**src/rtl/seven_seg_scan_controller.sv**
```systemverilog
// Scan controller for the 4-digit seven-segment display: walks three digit slots with a
// blanking lead-in per slot and double-buffers the displayed nibbles at frame boundaries.

module seven_seg_digit_lane #(
    parameter int VEC_W = 4
) (
    input  logic             clk,
    input  logic             rst_n,
    input  logic             load,
    input  logic             commit,
    input  logic [VEC_W-1:0] din,
    output logic [VEC_W-1:0] dout
);

    logic [VEC_W-1:0] staging;

    // commit reads the old staging value, so a load in the same cycle is held for the next commit
    always_ff @(posedge clk) begin
        if (!rst_n) begin
            staging <= '0;
            dout    <= '0;
        end else begin
            if (commit)
                dout <= staging;
            if (load)
                staging <= din;
        end
    end

endmodule

module seven_seg_scan_controller #(
    parameter int REFRESH_DIV  = 100000,
    parameter int BLANK_CYCLES = 2000
) (
    input  logic       clk,
    input  logic       rst_n,
    input  logic       enable,
    input  logic       load,
    input  logic [3:0] opCode,
    input  logic [3:0] lowerBits,
    input  logic [3:0] upperBits,
    output logic [3:0] anode,
    output logic [3:0] opCodeOut,
    output logic [3:0] lowerBitsOut,
    output logic [3:0] upperBitsOut,
    output logic       pending,
    output logic       frame_done
);

    localparam int NUM_LANES = 3;
    localparam int VEC_W     = 4;
    localparam int CNT_W     = $clog2(REFRESH_DIV);
    localparam logic [CNT_W-1:0] CNT_LAST = CNT_W'(REFRESH_DIV - 1);

    generate
        if (REFRESH_DIV < 2) begin : g_bad_div
            $error("REFRESH_DIV must be at least 2");
        end
        if (BLANK_CYCLES < 0 || BLANK_CYCLES >= REFRESH_DIV) begin : g_bad_blank
            $error("BLANK_CYCLES must lie in [0, REFRESH_DIV)");
        end
    endgenerate

    typedef enum logic {
        IDLE = 1'b0,
        SCAN = 1'b1
    } state_t;

    state_t           state, state_nxt;
    logic [CNT_W-1:0] cnt, cnt_nxt;
    logic [1:0]       slot, slot_nxt;
    logic             commit;

    logic [NUM_LANES-1:0][VEC_W-1:0] din;
    logic [NUM_LANES-1:0][VEC_W-1:0] dout;

    always_ff @(posedge clk) begin
        if (!rst_n) begin
            state <= IDLE;
            cnt   <= '0;
            slot  <= '0;
        end else begin
            state <= state_nxt;
            cnt   <= cnt_nxt;
            slot  <= slot_nxt;
        end
    end

    always_comb begin
        state_nxt  = state;
        cnt_nxt    = cnt;
        slot_nxt   = slot;
        anode      = 4'b1111;
        frame_done = 1'b0;
        case (state)
            IDLE: begin
                cnt_nxt  = '0;
                slot_nxt = '0;
                if (enable)
                    state_nxt = SCAN;
            end
            SCAN: begin
                if (!enable) begin
                    state_nxt = IDLE;
                    cnt_nxt   = '0;
                    slot_nxt  = '0;
                end else if (cnt == CNT_LAST) begin
                    cnt_nxt  = '0;
                    slot_nxt = (slot == 2'd2) ? 2'd0 : slot + 2'd1;
                end else begin
                    cnt_nxt = cnt + CNT_W'(1);
                end
                // digit position 1 (4'b1101) is unpopulated and never selected
                if (int'(cnt) >= BLANK_CYCLES) begin
                    case (slot)
                        2'd0:    anode = 4'b1110;
                        2'd1:    anode = 4'b1011;
                        default: anode = 4'b0111;
                    endcase
                end
                frame_done = (slot == 2'd2) && (cnt == CNT_LAST);
            end
            default: state_nxt = IDLE;
        endcase
    end

    // while dark there is nothing to tear, so staged data goes straight through
    assign commit = pending && ((state == IDLE) || frame_done);

    always_ff @(posedge clk) begin
        if (!rst_n)
            pending <= 1'b0;
        else if (load)
            pending <= 1'b1;
        else if (commit)
            pending <= 1'b0;
    end

    assign din = {upperBits, lowerBits, opCode};

    generate
        for (genvar g = 0; g < NUM_LANES; g++) begin : g_lane
            seven_seg_digit_lane #(.VEC_W(VEC_W)) u_lane (
                .clk    (clk),
                .rst_n  (rst_n),
                .load   (load),
                .commit (commit),
                .din    (din[g]),
                .dout   (dout[g])
            );
        end
    endgenerate

    assign opCodeOut    = dout[0];
    assign lowerBitsOut = dout[1];
    assign upperBitsOut = dout[2];

endmodule

```
**config.mk**
```make
export PLATFORM = sky130hd
export DESIGN_NAME = seven_seg_scan_controller
export DESIGN_NICKNAME = d
export VERILOG_FILES = /design/src/rtl/seven_seg_scan_controller.sv
export SDC_FILE = /design/constraint.sdc
export NUM_CORES = 1
export LEC_CHECK = 0
export CORE_MARGIN = 2
export CORE_UTILIZATION = 52
export DETAILED_ROUTE_END_ITERATION = 8
export HOLD_SLACK_MARGIN = 0.08
export PLACE_DENSITY = 0.88
export SLEW_MARGIN = 25
export SYNTH_ARGS = -nofsm -noshare
export SYNTH_HDL_FRONTEND = slang
export SYNTH_HIERARCHICAL = 1
export SYNTH_SLANG_ARGS = --single-unit
```
**constraint.sdc**
```tcl
create_clock -name clk -period 3.45 [get_ports clk]
set_clock_uncertainty 0.15 [all_clocks]
set_input_delay 0.345 -clock clk [delete_from_list [all_inputs] [get_ports clk]]
set_output_delay 0.345 -clock clk [all_outputs]
set_load 0.005 [all_outputs]
```
# [Yosys cells after proc, flatten, opt, wreduce, memory -nomap -nowiden]
# Cells that the tools add are included.
# Widths: inputs -> output; s select.
[totals] reg_bits=45 in_bits=16 output_inout_bits=18 word_cells=37
[op_classes] n_addsub=2 magnitude_cmp=1 eq_ne=4 mux=14 n_bitwise=1 n_reduce_logical=5
[ops] op="$mux 17" n=2
[ops] op="$pmux 17 s2" n=1
[ops] op="$add 17x1->17 const B" n=1
[ops] op="$eq 17x17->1 const B" n=1
[ops] op="$ge 17x11->1 const B" n=1
[ops] op="$mux 4" n=2
[ops] op="$pmux 4 s2" n=1
[ops] op="$mux 2" n=3
[ops] op="$mux 1" n=4
[ops] op="$pmux 2 s2" n=1
[ops] op="$ne 3x2->1 const B" n=1
[ops] op="$add 2x1->2 const B" n=1
[ops] op="$eq 2x1->1 const B" n=1
[ops] op="$eq 2x2->1 const B" n=1
[ops] op="$logic_and 1x1->1" n=2
[ops] op="$logic_not 2->1" n=1
[ops] op="$reduce_bool 2->1" n=1
[ops] op="$logic_or 1x1->1" n=1
[ops] op="$not 1->1" n=1

# [Depth between registers and ports, before layout]
# Gate-level depths: netlist of the first run.
[logic_depth] depth_word=7 ltp_mapped=8 depth_no_buf=7

# [By module]
# Netlist of the first run, hierarchy kept.
[by_module_without_submodules] mod="seven_seg_scan_controller" instances=1 cells_each=117 area_each_um2=1021.0 seq_area_each_um2=420.4
[by_module_without_submodules] mod="seven_seg_digit_lane" instances=3 cells_each=26 area_each_um2=312.8 seq_area_each_um2=160.2

# [Least setup slack after synthesis of the first run]
# No wires, ideal clock.
[synth_path] path_type="flip-flop to flip-flop" start="register cnt[12]" end="register g_lane[0].u_lane.dout[0]" setup_time_ns=0.116 arrival_ns=2.169 setup_slack_ns=1.015 stages_incl_launch_ff=8 path_buffers=1 cell_sequence="dfxtp_1 or4_4 nor4_4 nand2_1 a21boi_0 buf_6 mux2i_1 nor2b_1"
[synth_between] elab_chain_len=5
[synth_rtl] item="from (decl)" line_no="71" source="logic [CNT_W-1:0] cnt, cnt_nxt;"
[synth_rtl] item="from (signal assigned)" line_no="85" source="cnt <= cnt_nxt;"
[synth_rtl] item="$eq 17x17->1" line_no="122" source="frame_done = (slot == 2'd2) && (cnt == CNT_LAST);"
[synth_rtl] item="$logic_and 1x1->1" line_no="122"
[synth_rtl] item="$mux 1" line_no="96" source="case (state)"
[synth_rtl] item="$logic_or 1x1->1" line_no="129" source="assign commit = pending && ((state == IDLE) || frame_done);"
[synth_rtl] item="$logic_and 1x1->1" line_no="129"
[synth_rtl] item="net commit" line_no="73" source="logic commit;"
[synth_rtl] item="to (signal assigned)" line_no="24" source="dout <= staging;"
[synth_rtl] item="to (decl)" line_no="12" source="output logic [VEC_W-1:0] dout"
# The timed path passes the listed nets, and every way through them passes these cells.
# A chain may end at the register's enable or synchronous reset.

# [Final worst setup path of the first run]
[layout_path] start="register cnt[0]" end="output frame_done"
[layout_between] elab_chain_len=3
[layout_rtl] item="$eq 17x17->1" line_no="122"
[layout_rtl] item="$logic_and 1x1->1" line_no="122"
[layout_rtl] item="$mux 1" line_no="96"
[layout_rtl] item="to (decl)" line_no="48" source="output logic frame_done"
# Every way passes these cells.

==> metrics, run 1 <==
outcome=completed; TNS Setup=0 ns; WL/cell=between 10 and 15 µm; Detailed Route Iter0 Violations=71; first drt pass iteration count=4; Hold WC Path Type=reg -> reg; r2r startpoint=cnt[0]$_SDFF_PP0_; met3 usage=5.65%; RSZ-0062 raised after global routing=no; CORE AREA=3630 µm²; # hold bufs at CTS=0; H-tree levels=2; grt ovf=0; measured slew at the worst slew-check pin=0.767 ns; Async SR Flop Fraction=0%; Max-Cap Viols=0; CP Capture Type=output port; GR met1 Demand/Resource=22.0%; antenna viol nets, final=0; met2 Track Usage GR=roughly 30%; Hold Fails Final Rpt=0; Syn Inst Count=195; number of synthesized register bits=45; Clock Sinks=45; Die Span X=65.4 µm; Num CTS Buffers=5; via count=1,372; CTS tree=done; RR Endpoint=g_lane[1].u_lane/dout[3]$_SDFFE_PN0P_; estimated wirelength of the detail-placed design=2400 µm; Post-layout nets=245; Reg area=901 µm²; Clock Pin Slew Worst Setup and Hold Paths=around 0.08 ns; Avg Cell Area, Syn=between 10 and 15 µm²; Port Buf Inserts=32; yosys warns=6; Yosys top cell by area=dfxtp_1; synth-to-layout area growth=20.1%; top area cells in the synthesized netlist=dfxtp_1 46%, mux2i_1 13%, nor2b_1 8.0%; first-pass GRT wire length=5890 µm; fin crit share=a little under nine tenths; min-delay src=cnt[0]$_SDFF_PP0_; post-synthesis cell type count=31; area of the multi-input gates=roughly 930 µm²; post-synthesis sequential area ratio=46.0%; number of placed instances, taps included=268; area share of the largest cell type after synthesis=between 40% and 50%; # IOs=34; peak supply drop=between 0.3 and 0.4 mV; layout cell share with drive strength beyond 1=5.73%; initial antenna violation count=0; leak pwr=0.000783 µW; slew margin rel.=48.7%; number of diodes=0; Arrival @ worst endpoint=2.48 ns; vias per cell=4.99; Residual DRC=0; Post-Layout Cell Count=about 280; Post-CTS Repair Setup Buffers=0; most common cell after layout, fill and taps aside=dfxtp_1; most frequent cells in the layout=45 x dfxtp_1, 32 x clkdlybuf4s50_1, 26 x mux2i_1, 25 x nor2b_1, 24 x nor2_1; Clock Latency Late Sink=slightly below 0.3 ns; total power=approximately 980 µW; worst reg-to-reg path cell count=8; pin count of the biggest net entering global routing=26; # rows=22; Root Buffer=clkbuf_8; Die Ht=65.4 µm; CP required=2.95 ns; hold depth=1; CP Class=reg -> out; Final Critical Period=2.98 ns; worst-case clock buffer depth=2; FF-to-FF setup slack=0.93 ns; Net Count, Synth=213; fmax=roughly 340 MHz; crit-path max FO=7; Power Density=418 nW/µm²; Routed WL=3290 µm; fin. max-slew vios=0; GRT Total Usage=around 18%; filler instances=313; Worst setup SP type=flip-flop; Post-synth EDFFs=0; post-cts resize count=0; gr busiest metal=met2; worst hold slack=0.349 ns; Post-Syn Area=1960 µm²; die area=~4300 µm²; Initial Util=53.9%; final setup violation count=0; Hold EP=cnt[0]$_SDFF_PP0_; main flop type after synthesis=dfxtp_1; vias in the first global route=1,323; gpl congestion=0.757
==> worst max-delay path, cell delays in order, from the launching register on <==
cell	delay, ns
dfxtp_1	0.40
ha_1	0.22
nand4_1	0.34
nor4_4	0.51
and3_2	0.24
clkdlybuf4s50_1	0.49
==> final cells by class <==
| class | count | share of cell area [%] |
|---|---|---|
| Clock buffer | 5 | 2.93 |
| Clock inverter | 2 | 1.49 |
| Inverter | 7 | 1.12 |
| Multi-Input combinational cell | 134 | 39.4 |
| Sequential cell | 45 | 38.3 |
| Tap cell | 48 | 2.55 |
| Timing Repair Buffer | 34 | 14.3 |
==> through the flow <==
| stage | area [µm²] | util (%) | setup WS [ns] |
|---|---|---|---|
| floorplan | 1960 | - | 1.01 |
| global placement | 2250 | 61.9 | 0.832 |
| detailed placement | 2250 | 61.9 | 0.819 |
| CTS | 2350 | 64.7 | 0.472 |
| global route | 2350 | 64.7 | 0.320 |
| finish | 2350 | 64.7 | 0.473 |
==> cells by family (layout without fill, tap and decap cells) <==
| family | count (synthesis) | count (layout) | share of synthesized area [%] |
|---|---|---|---|
| xor gates and xnor gates | 15 | 15 | 6.71 |
| AOI/OAI and AO/OA | 5 | 5 | 1.72 |
| buffers and inverters | 16 | 48 | 6.77 |
| and+or+nand+nor | 85 | 85 | 24.1 |
| other | 1 | 1 | 0.191 |
| adders and majority gates | 2 | 2 | 1.28 |
| muxes | 26 | 26 | 13.3 |
| DFF | 45 | 45 | 46.0 |
==> registers in the layout (all words and copies together), names as in the netlist <==
| signal | flops |
|---|---|
| slot | 2 |
| pending | 1 |
| g_lane.u_lane/staging | 12 |
| state | 1 |
| cnt | 17 |
| g_lane.u_lane/dout | 12 |
==> worst max-delay path by stage <==
stage                     slack (ns)  cells after the start                               endpoint               start
after floorplan                 1.01                      7  g_lane[0].u_lane/dout[0]$_SDFFE_PN0P_  cnt[12]$_SDFF_PP0_
after global placement          0.83                      5                             frame_done   cnt[0]$_SDFF_PP0_
after detailed placement        0.82                      5                             frame_done   cnt[0]$_SDFF_PP0_
after CTS                       0.47                      5                             frame_done   cnt[0]$_SDFF_PP0_
after global routing            0.32                      5                             frame_done   cnt[0]$_SDFF_PP0_
final                           0.47                      5                             frame_done   cnt[0]$_SDFF_PP0_
==> metal layers <==
metal  part of all wire [%]  vias up
met5                      0        -
met4                   0.24        0
met3                    3.8        2
met2                     49       22
met1                     46      640
li1                       -      708
==> cell usage after synthesis, drive strengths merged (2+ instances only) <==
cell,count
or2,2
nor2b,25
nand2b,2
nor2,24
dfxtp,45
mux2i,26
xnor2,13
inv,7
nand4,4
nor3,5
xor2,2
nor4,6
buf,9
ha,2
nand2,6
nand3,6
==> report_power, final <==
part | leakage [µW] | switching [µW] | internal [µW]
clock network | 0.0000540 | 166 | 210
registers | 0.000366 | 8.01 | 532
logic | 0.000363 | 25.4 | 42.5
total | 0.000783 | 199 | 785
Power figures use the tool's default switching activity.
==> inputs of run 2 (changes only) <==
--- a/config.mk
+++ b/config.mk
@@ -5,7 +5,7 @@
 export SDC_FILE = /design/constraint.sdc
 export NUM_CORES = 1
 export LEC_CHECK = 0
-export CORE_MARGIN = 2
+export CORE_ASPECT_RATIO = 1.75
 export CORE_UTILIZATION = 52
 export DETAILED_ROUTE_END_ITERATION = 8
 export HOLD_SLACK_MARGIN = 0.08
==> run 2 against run 1 <==
  * Worst setup slack lost 0.058 ns
  * Cell count shrank 0.36%
  * Global-route usage grew 1.5 points
  * Power grew 2.0%
  * First-iteration DRC count shrank 87%
  * Design area grew 0.21%
  * Sequential power is essentially flat
  * Sequential cell count is the same
  * Clock power grew 5.3%
  * Sequential share of layout area shrank 0.081 points
  * Critical path type unchanged
  * Largest power group unchanged
==> metrics, run 2 (same netlist as run 1, synthesis figures left out) <==
outcome=completed; post-cts resize count=0; Util after Layout=65.0%; Port Buf Inserts=32; Residual DRC=0; Worst setup SP type=flip-flop; Final Critical Period=3.04 ns; gpl congestion=0.814; Clock Latency Late Sink=approximately 0.3 ns; CORE AREA=3630 µm²; Die Span X=48.4 µm; pin count of the biggest net entering global routing=26; # rows=29; TNS Setup=0 ns; Arrival @ worst endpoint=2.54 ns; layout cell share with drive strength beyond 1=under 10%; CP Capture Type=output port; worst-case clock buffer depth=2; measured slew at the worst slew-check pin=between 0.7 and 0.8 ns; final setup violation count=0; via count=1,364; synth-to-layout area growth=20.3%; crit-path max FO=7; fin. max-slew vios=0; first-pass GRT wire length=5950 µm; RSZ-0062 raised after global routing=no; fin crit share=88.0%; number of diodes=0; max reg flops=17; Routed WL=3450 µm; Power Density=426 nW/µm²; Hold WC Path Type=reg -> reg; grt ovf=0; Initial Util=54.0%; top flop regs=cnt x17, g_lane.u_lane/dout x12, g_lane.u_lane/staging x12; fmax=approximately 330 MHz; first drt pass iteration count=4; Max-Cap Viols=0; GRT Total Usage=19.1%; vias per cell=4.98; # IOs=34; initial antenna violation count=0; leak pwr=0.000784 µW; Root Buffer=clkbuf_8; CP required=roughly 3.0 ns; Reg area=901 µm²; WL/cell=12.6 µm; CP Class=reg -> out; # hold bufs at CTS=0; most frequent cells in the layout=45 x dfxtp_1, 32 x clkdlybuf4s50_1, 26 x mux2i_1, 25 x nor2b_1, 24 x nor2_1; area of the multi-input gates=926 µm²; H-tree levels=2; vias in the first global route=1,380; Clock Pin Slew Worst Setup and Hold Paths=0.08 ns; peak supply drop=0.487 mV; Detailed Route Iter0 Violations=9; FF-to-FF setup slack=about 0.9 ns; slew margin rel.=51.1%; estimated wirelength of the detail-placed design=2540 µm; Die Ht=between 80 and 90 µm; Post-layout nets=245; register name with the most flops=cnt; Num CTS Buffers=5; die area=4030 µm²; most common cell after layout, fill and taps aside=dfxtp_1; Post-CTS Repair Setup Buffers=0; Hold Fails Final Rpt=0; CTS tree=done; Clock Sinks=45; filler instances=just under 300; antenna viol nets, final=0
-- run 2: cell count changes in the layout (fill, tap and decap cells not counted), sizes merged --
cell / previous run / this run
clkbuf: 5 / 6
-- run 2: area by class of cell --
type                       instances  area share, %
timing repair buffer              34           14.2
multi-input combinational        134           39.3
sequential                        45           38.2
inverter                           7           1.11
tap                               46           2.44
clock inverter                     2           1.65
clock buffer                       6           3.08
-- run 2: stage by stage --
step                hold WS (ns)  cells  power [µW]  cell area (µm²)  worst slack, ns
floorplan                  0.291    195         594             1960             1.01
global placement           0.306    266         619             2250            0.840
detailed placement         0.331    266         621             2250            0.749
CTS                        0.350    274        1010             2360            0.408
global route               0.377    274        1040             2360            0.234
finish                     0.357    274        1000             2360            0.415
-- run 2: where the power goes --
part / switching, µW / internal [µW]
registers: 7.61 / 532
logic: 25.3 / 42.5
clock network: 179 / 217
total: 212 / 792
-- run 2: metal layers --
| metal | global-route usage, % | share of wire [%] | vias to the layer above |
|---|---|---|---|
| li1 | - | - | 709 |
| met2 | 33.7 | 51 | 34 |
| met4 | 12.0 | 3.0 | 0 |
| met1 | 19.4 | 41 | 611 |
| met3 | 5.13 | 4.3 | 10 |
| met5 | 0 | 0 | - |
-- run 2: path summary, 6_finish.rpt --
check                     from                                    end  cells past startpoint
min          cnt[0]$_SDFF_PP0_                      cnt[0]$_SDFF_PP0_                      1
max          cnt[0]$_SDFF_PP0_                             frame_done                      5
min reg2reg  cnt[0]$_SDFF_PP0_                      cnt[0]$_SDFF_PP0_                      1
max reg2reg  cnt[0]$_SDFF_PP0_  g_lane[2].u_lane/dout[3]$_SDFFE_PN0P_                      8
-- run 2: critical path, stage by stage, from the launching register on --
cell and delay, ns:
dfxtp_1 0.41, ha_1 0.24, nand4_1 0.33, nor4_4 0.52, and3_2 0.26, clkdlybuf4s50_1 0.49
==> RTL edit, RTL diff (flow settings as in run 2) <==
Change the parameter `REFRESH_DIV` from 100000 to 200000.
--- a/src/rtl/seven_seg_scan_controller.sv
+++ b/src/rtl/seven_seg_scan_controller.sv
@@ -30,7 +30,7 @@
 endmodule
 
 module seven_seg_scan_controller #(
-    parameter int REFRESH_DIV  = 100000,
+    parameter int REFRESH_DIV  = 200000,
     parameter int BLANK_CYCLES = 2000
 ) (
     input  logic       clk,
Formal check against the unedited RTL: no difference found for any inputs over 10 cycles, from zero or initial values and one cycle with rst_n low; that may be too few to reach the edited logic, so the function may still have changed.
==> RTL edit against run 2 <==
Sequential share of layout area decreased by 0.95 points; total power increased by 0.90%; combinational power increased by 2%; via count increased by 8.4%; sequential cell count increased by 1; final area increased by 4.8%; critical endpoint unchanged; worst setup slack improved by 0.41 ns; synthesized area increased by 5.5%; wire length increased by 8.5%; die area increased by 5.3%.
==> RTL edit: results (changes against run 2) <==
- Least-Margin Pin Slew: 0.777 ns (was 0.732 ns)
- Cells after synthesis: 207 (was 195)
- Pre-CTS setup slack: 0.965 ns (was 0.749 ns)
- Comb group: 69.2 uW (was 67.7 uW)
- Worst min-delay path startpoint: pending$_SDFFE_PN0P_ (was cnt[0]$_SDFF_PP0_)
- Worst hold stages: 2 (was 1)
- Tmin final: 2.62 ns (was 3.04 ns)
- Largest net degree at the start of global routing: 29 (was 26)
- Top flop regs: cnt: 18 flops, g_lane.u_lane/dout: 12 flops, g_lane.u_lane/staging: 12 flops (was cnt: 17 flops, g_lane.u_lane/dout: 12 flops, g_lane.u_lane/staging: 12 flops)
- RD Place Congestion: 0.884 (was 0.814)
- Status: completed (unchanged)
- Reg2Reg Setup Slack: 0.97 ns (was 0.92 ns)
- Power Sequential: 552 uW (was 540 uW)
- Final Non-Filler Cells: 286 (was 274)
- Synth cell types: 35 (was 31)
- First-pass GRT wire length: 6370 um (was 5950 um)
- Lkg Pwr: 0.000841 uW (was 0.000784 uW)
- Sequential area share after synthesis: 0.446 (was 0.460)
- Vias in the first global route: 1,474 (was 1,380)
- Syn nets: 225 (was 213)
- Critical Path AT: 2.13 ns (was 2.54 ns)
- Int Pwr: 803 uW (was 792 uW)
- Ranking of synthesized cells by area: dfxtp_1 45%, mux2i_1 13%, nor2b_1 7.3% (was dfxtp_1 46%, mux2i_1 13%, nor2b_1 8.0%)
- Worst-path maximum fanout: 8 (was 7)
- Maximum VDD drop: 377 uV (was 487 uV)
- Share of cells above drive strength 1: 0.0672 (was 0.0570)
- R2R depth: 6 (was 8)
- DP HPWL: 2710 um (was 2540 um)
- Violation count after the first detailed-route iteration: 38 (was 9)
- Most frequent cells after synthesis: 46 x dfxtp_1, 27 x mux2i_1, 24 x nor2b_1, 22 x nor2_1, 13 x xnor2_1 (was 45 x dfxtp_1, 26 x mux2i_1, 25 x nor2b_1, 24 x nor2_1, 13 x xnor2_1)
## RTL edit: cell families after synthesis
kind of cell    Yosys count  share of synthesized area
simple gates             95                      0.269
flops                    46                      0.446
mux                      27                      0.131
buf+inv                  16                     0.0563
xor+xnor                 15                     0.0636
compound gates            5                     0.0206
fa+ha+maj                 2                     0.0121
other cells               1                    0.00181
## RTL edit: worst max-delay path: stages, from the launching register on
cell	delay (ns)
dfxtp_1	0.41
ha_1	0.37
nand3_2	0.20
nor3_1	0.30
clkdlybuf4s50_1	0.56
## RTL edit: area by class of cell
cell class                 count  area [um^2]
clock buffer                   6         72.6
inverter                       6         22.5
tap                           48         60.1
clock inverter                 2         37.5
fill                         332         1360
sequential                    46          921
multi-input combinational    145         1030
timing repair buffer          33          328
## RTL edit: metal layers
layer | up-vias | GRT usage | wire length [um]
met5 | - | 0 | 0
met3 | 12 | 0.0538 | 145
met2 | 37 | 0.356 | 1990
met1 | 671 | 0.200 | 1490
li1 | 758 | - | -
met4 | 0 | 0.122 | 124
